===== config.mk =====
export PLATFORM = sky130hd
export DESIGN_NAME = fifo_wr_arbiter
export DESIGN_NICKNAME = d
export VERILOG_FILES = /design/src/rtl/fifo_arb_pkg.sv /design/src/rtl/fifo_wr_arbiter_rr_pick.sv /design/src/rtl/fifo_wr_arbiter.sv
export SDC_FILE = /design/constraint.sdc
export NUM_CORES = 1
export LEC_CHECK = 0
export ABC_AREA = 1
export BUFFER_PORTS_ARGS = -buffer_cell sky130_fd_sc_hd__clkbuf_2
export CORE_ASPECT_RATIO = 2
export CORE_MARGIN = 2
export CORE_UTILIZATION = 35
export DETAILED_ROUTE_END_ITERATION = 12
export MAX_ROUTING_LAYER = met4
export PLACE_DENSITY = 0.58
export SKIP_LAST_GASP = 1
export SLEW_MARGIN = 20
export SYNTH_ARGS = -nofsm -noshare
export SYNTH_HDL_FRONTEND = slang
export SYNTH_SLANG_ARGS = --single-unit

===== constraint.sdc =====
create_clock -name wrclk -period 1.9 [get_ports wrclk]
set_input_delay 0.38 -clock wrclk [delete_from_list [all_inputs] [get_ports wrclk]]
set_output_delay 0.38 -clock wrclk [all_outputs]
set_load 0.05 [all_outputs]

===== src/rtl/fifo_arb_pkg.sv =====
// Shared constants for the UART TX FIFO write-side arbiter and the FIFO top.
package fifo_arb_pkg;

  localparam logic ST_IDLE = 1'b0;
  localparam logic ST_OWN  = 1'b1;

  localparam int ARB_NREQ     = 4;
  localparam int ARB_DWIDTH   = 8;
  localparam int ARB_MAXBURST = 4;

  function automatic int clog2(input int n);
    int r;
    r = 0;
    while ((1 << r) < n) r = r + 1;
    return r;
  endfunction

endpackage


===== src/rtl/fifo_wr_arbiter_rr_pick.sv =====
// Rotating priority encoder: first requester above last_owner, wrapping around.
module rr_pick
  import fifo_arb_pkg::*;
#(
  parameter int NREQ = ARB_NREQ
) (
  input  logic [NREQ-1:0]        req,
  input  logic [clog2(NREQ)-1:0] last_owner,
  output logic [clog2(NREQ)-1:0] winner,
  output logic                   any_req
);
  localparam int OW = clog2(NREQ);

  logic          found;
  logic [OW-1:0] idx;
  int            s;

  always_comb begin
    winner = '0;
    found  = 1'b0;
    idx    = '0;
    s      = 0;
    for (int i = 1; i <= NREQ; i++) begin
      s   = (int'(last_owner) + i) % NREQ;
      idx = OW'(s);
      if (!found && req[idx]) begin
        winner = idx;
        found  = 1'b1;
      end
    end
  end

  assign any_req = |req;

endmodule


===== src/rtl/fifo_wr_arbiter.sv =====
// Round-robin owner of the TX FIFO write port; grant held for one packet or MAXBURST bytes.
// Writes are gated by wfull; blocked owner cycles are counted in a saturating stall counter.
module fifo_wr_arbiter
  import fifo_arb_pkg::*;
#(
  parameter int NREQ     = ARB_NREQ,
  parameter int DWIDTH   = ARB_DWIDTH,
  parameter int MAXBURST = ARB_MAXBURST,
  parameter int SCNT_W   = 16
) (
  input  logic                     wrclk,
  input  logic                     wrst_n,
  input  logic [NREQ-1:0]          req,
  input  logic [NREQ*DWIDTH-1:0]   req_data,
  input  logic [NREQ-1:0]          req_last,
  output logic [NREQ-1:0]          gnt,
  input  logic                     wfull,
  output logic                     winc,
  output logic [DWIDTH-1:0]        wdata,
  output logic                     busy,
  output logic [clog2(NREQ)-1:0]   owner,
  input  logic                     stall_clr,
  output logic [SCNT_W-1:0]        stall_cnt
);
  localparam int OW = clog2(NREQ);
  localparam int BW = clog2(MAXBURST + 1);
  localparam logic [BW-1:0] BURST_END = BW'(MAXBURST - 1);

  logic              state_q, state_d;
  logic [OW-1:0]     owner_q, owner_d;
  logic [OW-1:0]     last_owner_q, last_owner_d;
  logic [BW-1:0]     burst_cnt_q, burst_cnt_d;
  logic [SCNT_W-1:0] stall_cnt_q, stall_cnt_d;

  logic [OW-1:0] winner;
  logic          any_req;
  logic          cur_req, cur_last, xfer, stall;

  rr_pick #(.NREQ(NREQ)) u_pick (
    .req        (req),
    .last_owner (last_owner_q),
    .winner     (winner),
    .any_req    (any_req)
  );

  assign cur_req  = req[owner_q];
  assign cur_last = req_last[owner_q];
  assign xfer     = (state_q == ST_OWN) && cur_req && !wfull;

  always_ff @(posedge wrclk or negedge wrst_n) begin
    if (!wrst_n) begin
      state_q      <= ST_IDLE;
      owner_q      <= '0;
      last_owner_q <= OW'(NREQ - 1);
      burst_cnt_q  <= '0;
      stall_cnt_q  <= '0;
    end else begin
      state_q      <= state_d;
      owner_q      <= owner_d;
      last_owner_q <= last_owner_d;
      burst_cnt_q  <= burst_cnt_d;
      stall_cnt_q  <= stall_cnt_d;
    end
  end

  always_comb begin
    state_d      = state_q;
    owner_d      = owner_q;
    last_owner_d = last_owner_q;
    burst_cnt_d  = burst_cnt_q;
    stall        = 1'b0;
    if (state_q == ST_IDLE) begin
      if (any_req) begin
        owner_d     = winner;
        burst_cnt_d = '0;
        state_d     = ST_OWN;
      end
    end else if (!cur_req) begin
      // Withdrawn packet is abandoned; rotation still advances past this owner.
      last_owner_d = owner_q;
      state_d      = ST_IDLE;
    end else if (wfull) begin
      stall = 1'b1;
    end else begin
      burst_cnt_d = burst_cnt_q + 1'b1;
      if (cur_last || burst_cnt_q == BURST_END) begin
        last_owner_d = owner_q;
        state_d      = ST_IDLE;
      end
    end

    if (stall_clr)
      stall_cnt_d = '0;
    else if (stall && !(&stall_cnt_q))
      stall_cnt_d = stall_cnt_q + 1'b1;
    else
      stall_cnt_d = stall_cnt_q;
  end

  always_comb begin
    winc  = xfer;
    gnt   = '0;
    wdata = '0;
    if (xfer)
      gnt[owner_q] = 1'b1;
    if (state_q == ST_OWN)
      wdata = req_data[owner_q*DWIDTH +: DWIDTH];
  end

  assign busy      = (state_q == ST_OWN);
  assign owner     = owner_q;
  assign stall_cnt = stall_cnt_q;

endmodule


After elaboration in Yosys (flattened, before gate mapping)
Cells that the tools add are included.
{"block": "totals", "word_cells": 84, "output_inout_bits": 32, "ff_bits": 24, "inputBits": 44}
{"block": "classes", "n_shift": 1, "n_addsub": 6, "muxes": 40, "n_reduce_logical": 20, "n_eq_ne": 5, "magnitude_cmp": 6, "bitwise": 1}
{"op": "16-bit 2-to-1 mux", "n": 2}
{"op": "32-bit by 6-bit indexed part select with 8-bit output", "n": 1}
{"op": "1-bit 2-to-1 mux", "n": 18}
{"op": "16-bit by 1-bit adder with 16-bit output, second input constant", "n": 1}
{"op": "16-bit AND reduction", "n": 1}
{"op": "2-bit by 3-bit less-than comparator with 1-bit output, second input constant", "n": 5}
{"op": "2-bit 2-to-1 mux", "n": 7}
{"op": "1-bit binary-select mux with 2-bit select", "n": 6}
{"op": "3-bit 2-to-1 mux", "n": 4}
{"op": "8-bit 2-to-1 mux", "n": 1}
{"op": "1-bit logical AND", "n": 7}
{"op": "3-bit AND reduction", "n": 2}
{"op": "1-bit logical NOT", "n": 5}
{"op": "2-bit by 1-bit adder with 2-bit output, second input constant", "n": 2}
{"op": "2-bit adder, second input constant", "n": 2}
{"op": "4-bit 2-to-1 mux", "n": 1}
{"op": "2-bit by 1-bit inequality test with 1-bit output, second input constant", "n": 2}
{"op": "2-bit inequality test, second input constant", "n": 2}
{"op": "2-bit nonzero test", "n": 2}
{"op": "4-bit OR reduction", "n": 1}
{"op": "3-bit by 1-bit adder with 3-bit output, second input constant", "n": 1}
{"op": "3-bit by 2-bit equality test with 1-bit output, second input constant", "n": 1}
{"op": "1-bit demux with 2-bit select", "n": 1}
{"op": "2-bit by 1-bit >= comparator with 1-bit output, second input constant", "n": 1}
{"op": "other kinds (3)", "n": 3}

Depth between registers and ports, before layout
Gate-level depths: netlist of run 1.
{"block": "logic_depth", "ltp_word": 13, "ltp_mapped": 12, "mapped_depth_nobuf": 11}

Cells and area by module
From an unflattened synthesis of run 1, not the netlist that was laid out.
{"block": "unflattened", "cells_unflattened": 334, "hier_area_um2": 2258.4}
{"mod": "fifo_wr_arbiter", "seq_area_each_um2": 603.1, "instances": 1, "area_per_inst_um2": 1956.9, "cells_per_inst": 284}
{"mod": "rr_pick", "seq_area_each_um2": 0.0, "instances": 1, "area_per_inst_um2": 301.5, "cells_per_inst": 50}

Least setup slack after synthesis of run 1
Ideal clock, no wire load.
{"block": "synth_timing", "path_type": "register to output", "from": "reg owner_q[1], in the netlist owner[1]", "to": "out gnt[0]", "required_ns": 1.520, "path_stages_with_launch": 10, "slack_ns": -1.493, "path_buffers": 1, "arrival_ns": 3.013, "cell_sequence": "dfrtp_1 buf_6 inv_4 nor2_8 nand2_2 nand4_4 nand2_1 nor2_2 inv_2 nor3_1"}
{"block": "synth_between", "elab_chain_cells": 5, "word_cells_on_any_way": 10, "cone_classes": "order compare (2); mux (5); reduce/logical (3)"}
{"element": "from (decl)", "line_no": "fifo_wr_arbiter.sv:30", "text": "logic [OW-1:0] owner_q, owner_d;"}
{"element": "from (signal assigned)", "line_no": "fifo_wr_arbiter.sv:59", "text": "owner_q <= owner_d;"}
{"element": "1-bit binary-select mux with 2-bit select", "line_no": "fifo_wr_arbiter.sv:46", "text": "assign cur_req = req[owner_q];"}
{"element": "1-bit 2-to-1 mux (not written as such)", "line_no": "fifo_wr_arbiter.sv:46"}
{"element": "1-bit logical AND (2 in a row)", "line_no": "fifo_wr_arbiter.sv:48", "text": "assign xfer = (state_q == ST_OWN) && cur_req && !wfull;"}
{"element": "via winc", "line_no": "fifo_wr_arbiter.sv:18", "text": "output logic winc,"}
{"element": "4-bit 2-to-1 mux", "line_no": "fifo_wr_arbiter.sv:104", "text": "if (xfer)"}
{"element": "to (decl)", "line_no": "fifo_wr_arbiter.sv:16", "text": "output logic [NREQ-1:0] gnt,"}
The timed path passes the listed nets, and every way through them passes these cells. The select of a mux whose other input is x is not followed.

Worst setup path after layout of run 1
{"block": "layout_timing", "from": "reg owner_q[1], in the netlist owner[1]", "to": "out gnt[2]"}
{"block": "layout_between", "elab_chain_cells": 5, "word_cells_on_any_way": 10, "cone_classes": "order compare (2); mux (5); reduce/logical (3)"}
{"element": "2-bit by 3-bit less-than comparator with 1-bit output (not written as such), or another cell as far along", "line_no": "fifo_wr_arbiter.sv:105", "text": "gnt[owner_q] = 1'b1;"}
{"element": "1-bit logical AND (not written as such) / 1-bit 2-to-1 mux (equally long branches)", "line_no": "fifo_wr_arbiter.sv:105, fifo_wr_arbiter.sv:46"}
{"element": "1-bit 2-to-1 mux (not written as such) / 1-bit logical AND (equally long branches)", "line_no": "fifo_wr_arbiter.sv:105, fifo_wr_arbiter.sv:48"}
{"element": "1-bit demux with 2-bit select / 1-bit logical AND (equally long branches)", "line_no": "fifo_wr_arbiter.sv:105, fifo_wr_arbiter.sv:48"}
{"element": "4-bit 2-to-1 mux *", "line_no": "fifo_wr_arbiter.sv:104"}
Mark *: on every way between the ends. The rest lies on a longest branch, timed or not. The select of a mux whose other input is x is not followed.

==> reports/summary.txt, run 1 <==
Outcome: finished, violations left
Biggest cell delay along the critical path: 0.52 ns
Logic pwr share: 70.6%
CTS clk-pin slew, worst paths: 0.06 ns
Num rows: 39
Commonest cells post-synth: 98 x nand2_1, 44 x nand3_1, 22 x dfrtp_1
CP cell instances: inv_4 -> nor2_8 -> nand2_4 -> nand4_4 -> nand2_2 -> nor2_4 -> inv_6 -> nor3_4 -> buf_12
Drt via density: 5.15
First-pass GRT wire length: 10.3 mm
Worst-case reg-to-reg path depth: 11
Rel. slew slack: 58.9%
Synth area leaders: dfrtp_1 27%, nand2_1 18%, nand3_1 11%
Reported net switching power: 2.19 mW
Critical path endpoint category: primary output
Routed vias: 2308
P per Cell Area: 1390 mW/mm2
Synth Flop Type: dfrtp_1
Worst-Margin Slew: 0.617 ns
Number of synthesized flops with an enable pin: 0
Max H-tree Level: 1
Sequential share of power: 18.6%
Unique cell type count in the Yosys netlist: 33
Mapped Area: 0.00202 mm2
Area growth from synthesis to layout: 51.7%
Post-detail-place hpwl: 4.93 mm
IO buf count: 75
Sequential area share after synthesis: 29.9%
Vias in the first global route: 2370
Final Wtd Congestion: 0.791
Internal power: 2.07 mW
Slowest-stage cell, CP: dfrtp_2
Crit path launch type: register
WP buf/inv: 3
Max_cap viols: 0
# diodes: 0
Worst vdd ir: 0.991 mV
Clock Sinks: 24
Crit path time final: 2.07 ns
Hold/Removal Path Class: in2async
Final wirelength: 6.26 mm
Fin crit share: 109%
Initial Utilization: 35.7%
Worst EP required: 1.52 ns
Final slew viol count: 0
Die height: 111 um
Core ar.: 0.00566 mm2
Synth top area share: 27.3%
Die ar.: 0.00643 mm2
RSZ-0062 raised after global routing: yes
Initial antenna violation count: 0
Post-synth ARST share: 100%
Clock network power share: 10.7%
Cell Area, Placed: 0.00282 mm2
WP data arrival: 1.69 ns
DRT antenna net count: 0
Synth Net Count: 339
Synth Warn #: 0
Clk_skew: 0.00448 ns
Final setup viols: 13
Die W: 57.7 um
1st-iter DRT viols: 43
Final worst slack: -0.173 ns
Layout Nets: 435
Non-Filler Cell Area, Final: 0.00306 mm2
Register bit total from synthesis: 24
LEAKAGE: 1.53 nW
Post-route DRC: 0
Hold-fix buffers, CTS: 0
Endpoints failing hold: 0
First-pass DRT Iterations: 4
Pin count of the biggest net entering global routing: 33
Worst setup path class: reg2out
Failing checks: setup timing
Mapped Cells: 292
Layout cells sized above 1: 40.3%
Most common cell in the netlist: nand2_1
Cts bufs inserted: 3
Setup TNS: -1.16 ns
I/O pins: 76
Top Family by Delay on Critical Path: simple AND/OR/NAND/NOR gates
Wire per inst: 14.0 um
Worst Path Max Fanout: 6
Total track usage: 20.5%
Root Driver: clkbuf_16
Achievable frequency: 0.482 GHz
Clk buf depth: 2
Clock latency on the worst-skew pair: 0.26 ns
Remaining Overflow, GRT: 0
Levels on crit path: 9
Net Sw Frac: 51.4%
CTS tree: built
Place WS: 0.0193 ns
Syn avg cell area: 6.92 um2
Leading area contributor after synthesis: dfrtp_1
-- power by group through the flow --
stage | logic [mW] | clock network (mW) | registers (mW)
5_1_grt | 3.24 | 0.488 | 0.811
2_1_floorplan | 1.96 | 0 | 0.830
6_report | 3.01 | 0.458 | 0.795
3_5_place_dp | 2.70 | 0 | 0.802
3_3_place_gp | 2.68 | 0 | 0.799
4_1_cts | 2.91 | 0.471 | 0.794
-- layout make-up --
cell class | instances | area, um2
repair buffers | 99 | 714
inverters | 25 | 111
well taps | 61 | 76.3
clock buffers | 4 | 78.8
multi-input cells | 235 | 1470
fillers | 573 | 2600
flip-flops and latches | 24 | 609
-- what timing repair did --
action | 4_1_cts | 5_1_grt
endpoints found under the setup margin | 13 | 14
resized for setup | 20 | 16
setup buffers | 4 | 2
pin swaps | 5 | 0
-- layout by cell type (no fill, tap or decap), types with 2 or more instances in the layout --
cell and count:
nor2_2 4, o21ai_0 3, dfstp_2 2, a31oi_4 8
o21ai_1 2, buf_6 7, nor3_4 3, nand4_1 5
nor2_8 2, clkbuf_8 4, ha_1 3, clkbuf_2 62
nand2_4 3, buf_4 20, dfrtp_1 17, nand2_2 4
inv_2 2, buf_12 6, nand2_1 96, dfrtp_2 5
xor2_1 8, nor2_1 19, nand3_2 3, nand3b_1 9
a22oi_2 8, inv_4 2, nand3_1 44, inv_1 18
nor2_4 4, clkbuf_16 3
-- metal layers --
layer	GRT usage (%)	wire length, um	share of wire (%)	vias to the layer above
li1	-	-	-	1155
met4	8.53	227	3.6	0
met3	2.09	353	5.6	17
met1	19.0	2120	34	1049
met2	39.8	3560	57	87
met5	-	0	0	-
-- worst reg2reg max path, cell delays in order, from the launching register on --
cell and delay, ns:
dfrtp_2 0.40, ha_1 0.20, nand2_1 0.10, inv_2 0.07, nand4_2 0.12, nor2_2 0.16, nand2_1 0.10, nor2_2 0.14
nor2_4 0.05, buf_12 0.14, nand3b_1 0.08, nand2_1 0.06
-- logic make-up after synthesis --
| family | Yosys count | share of synthesized area [%] |
|---|---|---|
| buffers and inverters | 33 | 8.24 |
| adder cells (fa/ha/maj) | 3 | 1.86 |
| AO/OA/AOI/OAI | 24 | 7.81 |
| XOR/XNOR | 9 | 3.90 |
| flip-flops | 24 | 29.9 |
| AND/OR/NAND/NOR | 199 | 48.3 |
-- metrics by stage --
step	util (%)	hold slack [ns]	power [mW]	instances
after global placement	49.8	0.429	3.48	439
after global routing	54.1	0.178	4.53	448
after detailed placement	49.8	0.426	3.50	439
after CTS	53.2	0.155	4.18	447
after floorplan	-	0.0844	2.79	292
final	54.1	0.127	4.27	448
-- worst paths after layout --
path | startpoint | to | slack (ns)
setup / recovery | owner[1] | gnt[2] | -0.17
max in group asynchronous | wrst_n | owner[1] | 1.33
setup reg to reg | stall_cnt[1] | stall_cnt[9] | 0.16
hold / removal | wrst_n | stall_cnt[9] | 0.13
hold reg to reg | burst_cnt_q[0] | burst_cnt_q[0] | 0.49
min in group wrclk | burst_cnt_q[0] | burst_cnt_q[0] | 0.49
-- sequential cells by signal, indices dropped and copies added (netlist names) --
register	count
burst_cnt_q	3
last_owner_q	2
owner	2
stall_cnt	16
busy	1
(Power assumes the default switching activity.)
==> run 2: changes to the inputs <==
--- a/config.mk
+++ b/config.mk
@@ -6,13 +6,13 @@
 export NUM_CORES = 1
 export LEC_CHECK = 0
 export ABC_AREA = 1
-export BUFFER_PORTS_ARGS = -buffer_cell sky130_fd_sc_hd__clkbuf_2
 export CORE_ASPECT_RATIO = 2
 export CORE_MARGIN = 2
 export CORE_UTILIZATION = 35
 export DETAILED_ROUTE_END_ITERATION = 12
+export DONT_BUFFER_PORTS = 1
 export MAX_ROUTING_LAYER = met4
-export PLACE_DENSITY = 0.58
+export PLACE_DENSITY = 0.47
 export SKIP_LAST_GASP = 1
 export SLEW_MARGIN = 20
 export SYNTH_ARGS = -nofsm -noshare
==> run 2 against run 1 <==
The run still ends with setup timing left. Critical path depth unchanged. Critical path type unchanged. Via count decreased by 9.0%. Hold slack improved by 0.27 ns. Register-to-register slack improved by 0.06 ns. First-iteration DRC count increased to 2.7 times the previous value. Highest routed layer unchanged. Design area decreased by 5.5%. Worst setup slack got worse by 0.037 ns. Total power increased by 0.54%. Largest cell class unchanged. Global-route usage decreased by 0.42 points. Sequential share of layout area increased by 1.2 points.
==> reports/summary.txt, run 2 (synthesis gave the netlist of run 1 again) <==
Filler cells: 548 (-4.4%)
Slowest-stage cell, CP: dfrtp_2
Worst-case reg-to-reg path depth: 11 (unchanged)
Sequential share of power: 17.9% (-0.7 points)
# diodes: 0 (unchanged)
Setup TNS: -1.09 ns (+0.0687 ns)
Worst setup path class: reg2out
Final setup viols: 13 (unchanged)
Max H-tree Level: 1 (unchanged)
Worst Path Max Fanout: 5 (-1)
Die W: 57.7 um (unchanged)
Fin crit share: 111% (+1.9 points)
Critical path endpoint category: primary output
Area growth from synthesis to layout: 43.4%
Wl on met1: 1.94 mm (-8.5%)
Die height: 111 um (unchanged)
Worst EP required: 1.52 ns (about the same)
Clock latency on the worst-skew pair: 0.26 ns (about the same)
Final wirelength: 5.90 mm (-5.8%)
Remaining Overflow, GRT: 0 (unchanged)
Final worst slack: -0.210 ns (-0.0367 ns)
Die ar.: 0.00643 mm2 (unchanged)
First-pass DRT Iterations: 4 (unchanged)
Top Family by Delay on Critical Path: simple AND/OR/NAND/NOR gates
Fin Hold WS: 0.395 ns (+0.268 ns)
Reg2Reg Setup Slack: 0.22 ns (+0.06 ns)
Post-detail-place hpwl: 4.71 mm (-4.6%)
HP Start: wfull
Hold/Removal Path Class: in2reg
Cts bufs inserted: 3 (unchanged)
Internal power: 2.15 mW (+3.8%)
Routed vias: 2101 (-9.0%)
Layout Nets: 385 (-11%)
Routed wl met3: 334 um (-5.4%)
Endpoints failing hold: 0 (unchanged)
Clock Sinks: 24 (unchanged)
RR Startpoint: owner[0]
WL met2: 3.51 mm (-1.4%)
Drt via density: 5.28 (+2.5%)
Core ar.: 0.00566 mm2 (unchanged)
Crit path launch type: register
Final slew viol count: 0 (unchanged)
Worst vdd ir: 1.05 mV (+6.3%)
Rel. slew slack: 72.7% (+14 points)
Final Wtd Congestion: 0.860 (+8.8%)
Commonest non-fill, non-tap cell in the layout: nand2_1
P per Cell Area: 1480 mW/mm2 (+6.4%)
Initial antenna violation count: 0 (unchanged)
CP cell instances: inv_8 -> nor2_8 -> nand2_2 -> nand4_4 -> nand2_2 -> nor2_4 -> inv_4 -> nor3_4 -> buf_12
Clock network power share: 11.0% (+0.3 points)
DRT antenna net count: 0 (unchanged)
CTS clk-pin slew, worst paths: 0.06 ns (about the same)
CTS tree: built
Clk_skew: 0.00194 ns (-0.00255 ns)
IO buf count: 0 (-100%)
Layout cells sized above 1: 30.9% (-9.4 points)
Total track usage: 20.0% (-0.42 points)
Logic pwr share: 71.2% (+0.6 points)
I/O pins: 76 (unchanged)
Initial Utilization: 35.7% (unchanged)
Reg-to-reg endpoint: last_owner_q[1]
Outcome: finished, violations left
Reported net switching power: 2.14 mW (-2.5%)
WP data arrival: 1.73 ns (+0.04 ns)
1st-iter DRT viols: 118 (+170%)
Net Sw Frac: 49.8% (-1.6 points)
Root Driver: clkbuf_16
RSZ-0062 raised after global routing: yes
Worst-Margin Slew: 0.409 ns (-0.208 ns)
Achievable frequency: 0.474 GHz (-1.7%)
Post-layout util: 51.2% (-3.0 points)
Wire per inst: 14.8 um (+6.0%)
WP buf/inv: 3 (unchanged)
LEAKAGE: 1.34 nW (-13%)
Non-Filler Cell Area, Final: 0.00290 mm2 (-5.5%)
Biggest cell delay along the critical path: 0.54 ns (+0.02 ns)
Setup crit end: gnt[2]
Vias in the first global route: 2050 (-14%)
Most frequent cells in the layout: 96 x nand2_1, 44 x nand3_1, 32 x buf_4, 20 x nor2_1, 18 x inv_1
Max_cap viols: 0 (unchanged)
First-pass GRT wire length: 9.77 mm (-5.3%)
Levels on crit path: 9 (unchanged)
Pin count of the biggest net entering global routing: 33 (unchanged)
Num rows: 39 (unchanged)
Failing checks: setup timing
Cell Area, Placed: 0.00269 mm2 (-4.5%)
Post-route DRC: 0 (unchanged)
Top sig layer: met4
Crit path time final: 2.11 ns (+0.0367 ns)
Clk buf depth: 2 (unchanged)
Worst setup path start: owner[0]
Max FFs per register: 16 (unchanged)
Top cell by count, worst path: nand2_2
-- run 2: changes by cell type in the layout (fill, tap and decap cells not counted), sizes merged --
cell / change
clkbuf: -66
buf: +15
dlygate4sd3: +1
-- run 2: what timing repair did --
action / CTS / global route
hold buffers: 2 / 0
buffers inserted: 4 / 1
endpoints found under the setup margin: 13 / 13
endpoints found under the hold margin: 24 / 0
pin swaps: 6 / 3
gates resized for setup: 12 / 0
-- run 2: layout make-up --
cell class / instances / area (um2) / share of cell area [%]
Clock buffer: 4 / 78.8 / 2.72
Inverter: 25 / 109 / 3.76
Multi-Input combinational cell: 235 / 1460 / 50.5
Sequential cell: 24 / 609 / 21.0
Tap cell: 61 / 76.3 / 2.63
Timing Repair Buffer: 49 / 562 / 19.4
-- run 2: metrics by stage --
step	power [mW]	cells	worst slack (ns)
6_report	4.29	398	-0.210
5_1_grt	4.57	398	-0.311
4_1_cts	4.36	397	-0.228
3_5_place_dp	3.71	387	0.0190
3_3_place_gp	3.69	387	0.0379
2_1_floorplan	2.79	292	-0.589
-- run 2: worst min-delay path, cell delays in order --
cell and delay (ns):
nand2_1 0.06, nand2_1 0.09, nand2_1 0.05, nand2_1 0.05
-- run 2: worst min path at each step --
stage	to	slack, ns	cells after the start
3_3_place_gp	stall_cnt[8]	0.08	0
3_5_place_dp	stall_cnt[8]	0.09	0
6_report	busy	0.40	4
5_1_grt	owner[0]	0.43	4
2_1_floorplan	burst_cnt_q[0]	0.08	0
4_1_cts	busy	0.39	4
-- run 2: routing by layer --
layer	track usage [%]	up-vias
li1	-	1057
met1	18.9	979
met2	38.3	58
met3	3.14	7
met4	7.75	0
met5	-	-
-- run 2: power by group through the flow --
stage	combinational, mW	sequential [mW]	clock [mW]
floorplan	1.96	0.830	0
CTS	3.09	0.768	0.495
global placement	2.91	0.775	0
global route	3.29	0.784	0.496
finish	3.05	0.765	0.470
detailed placement	2.93	0.780	0
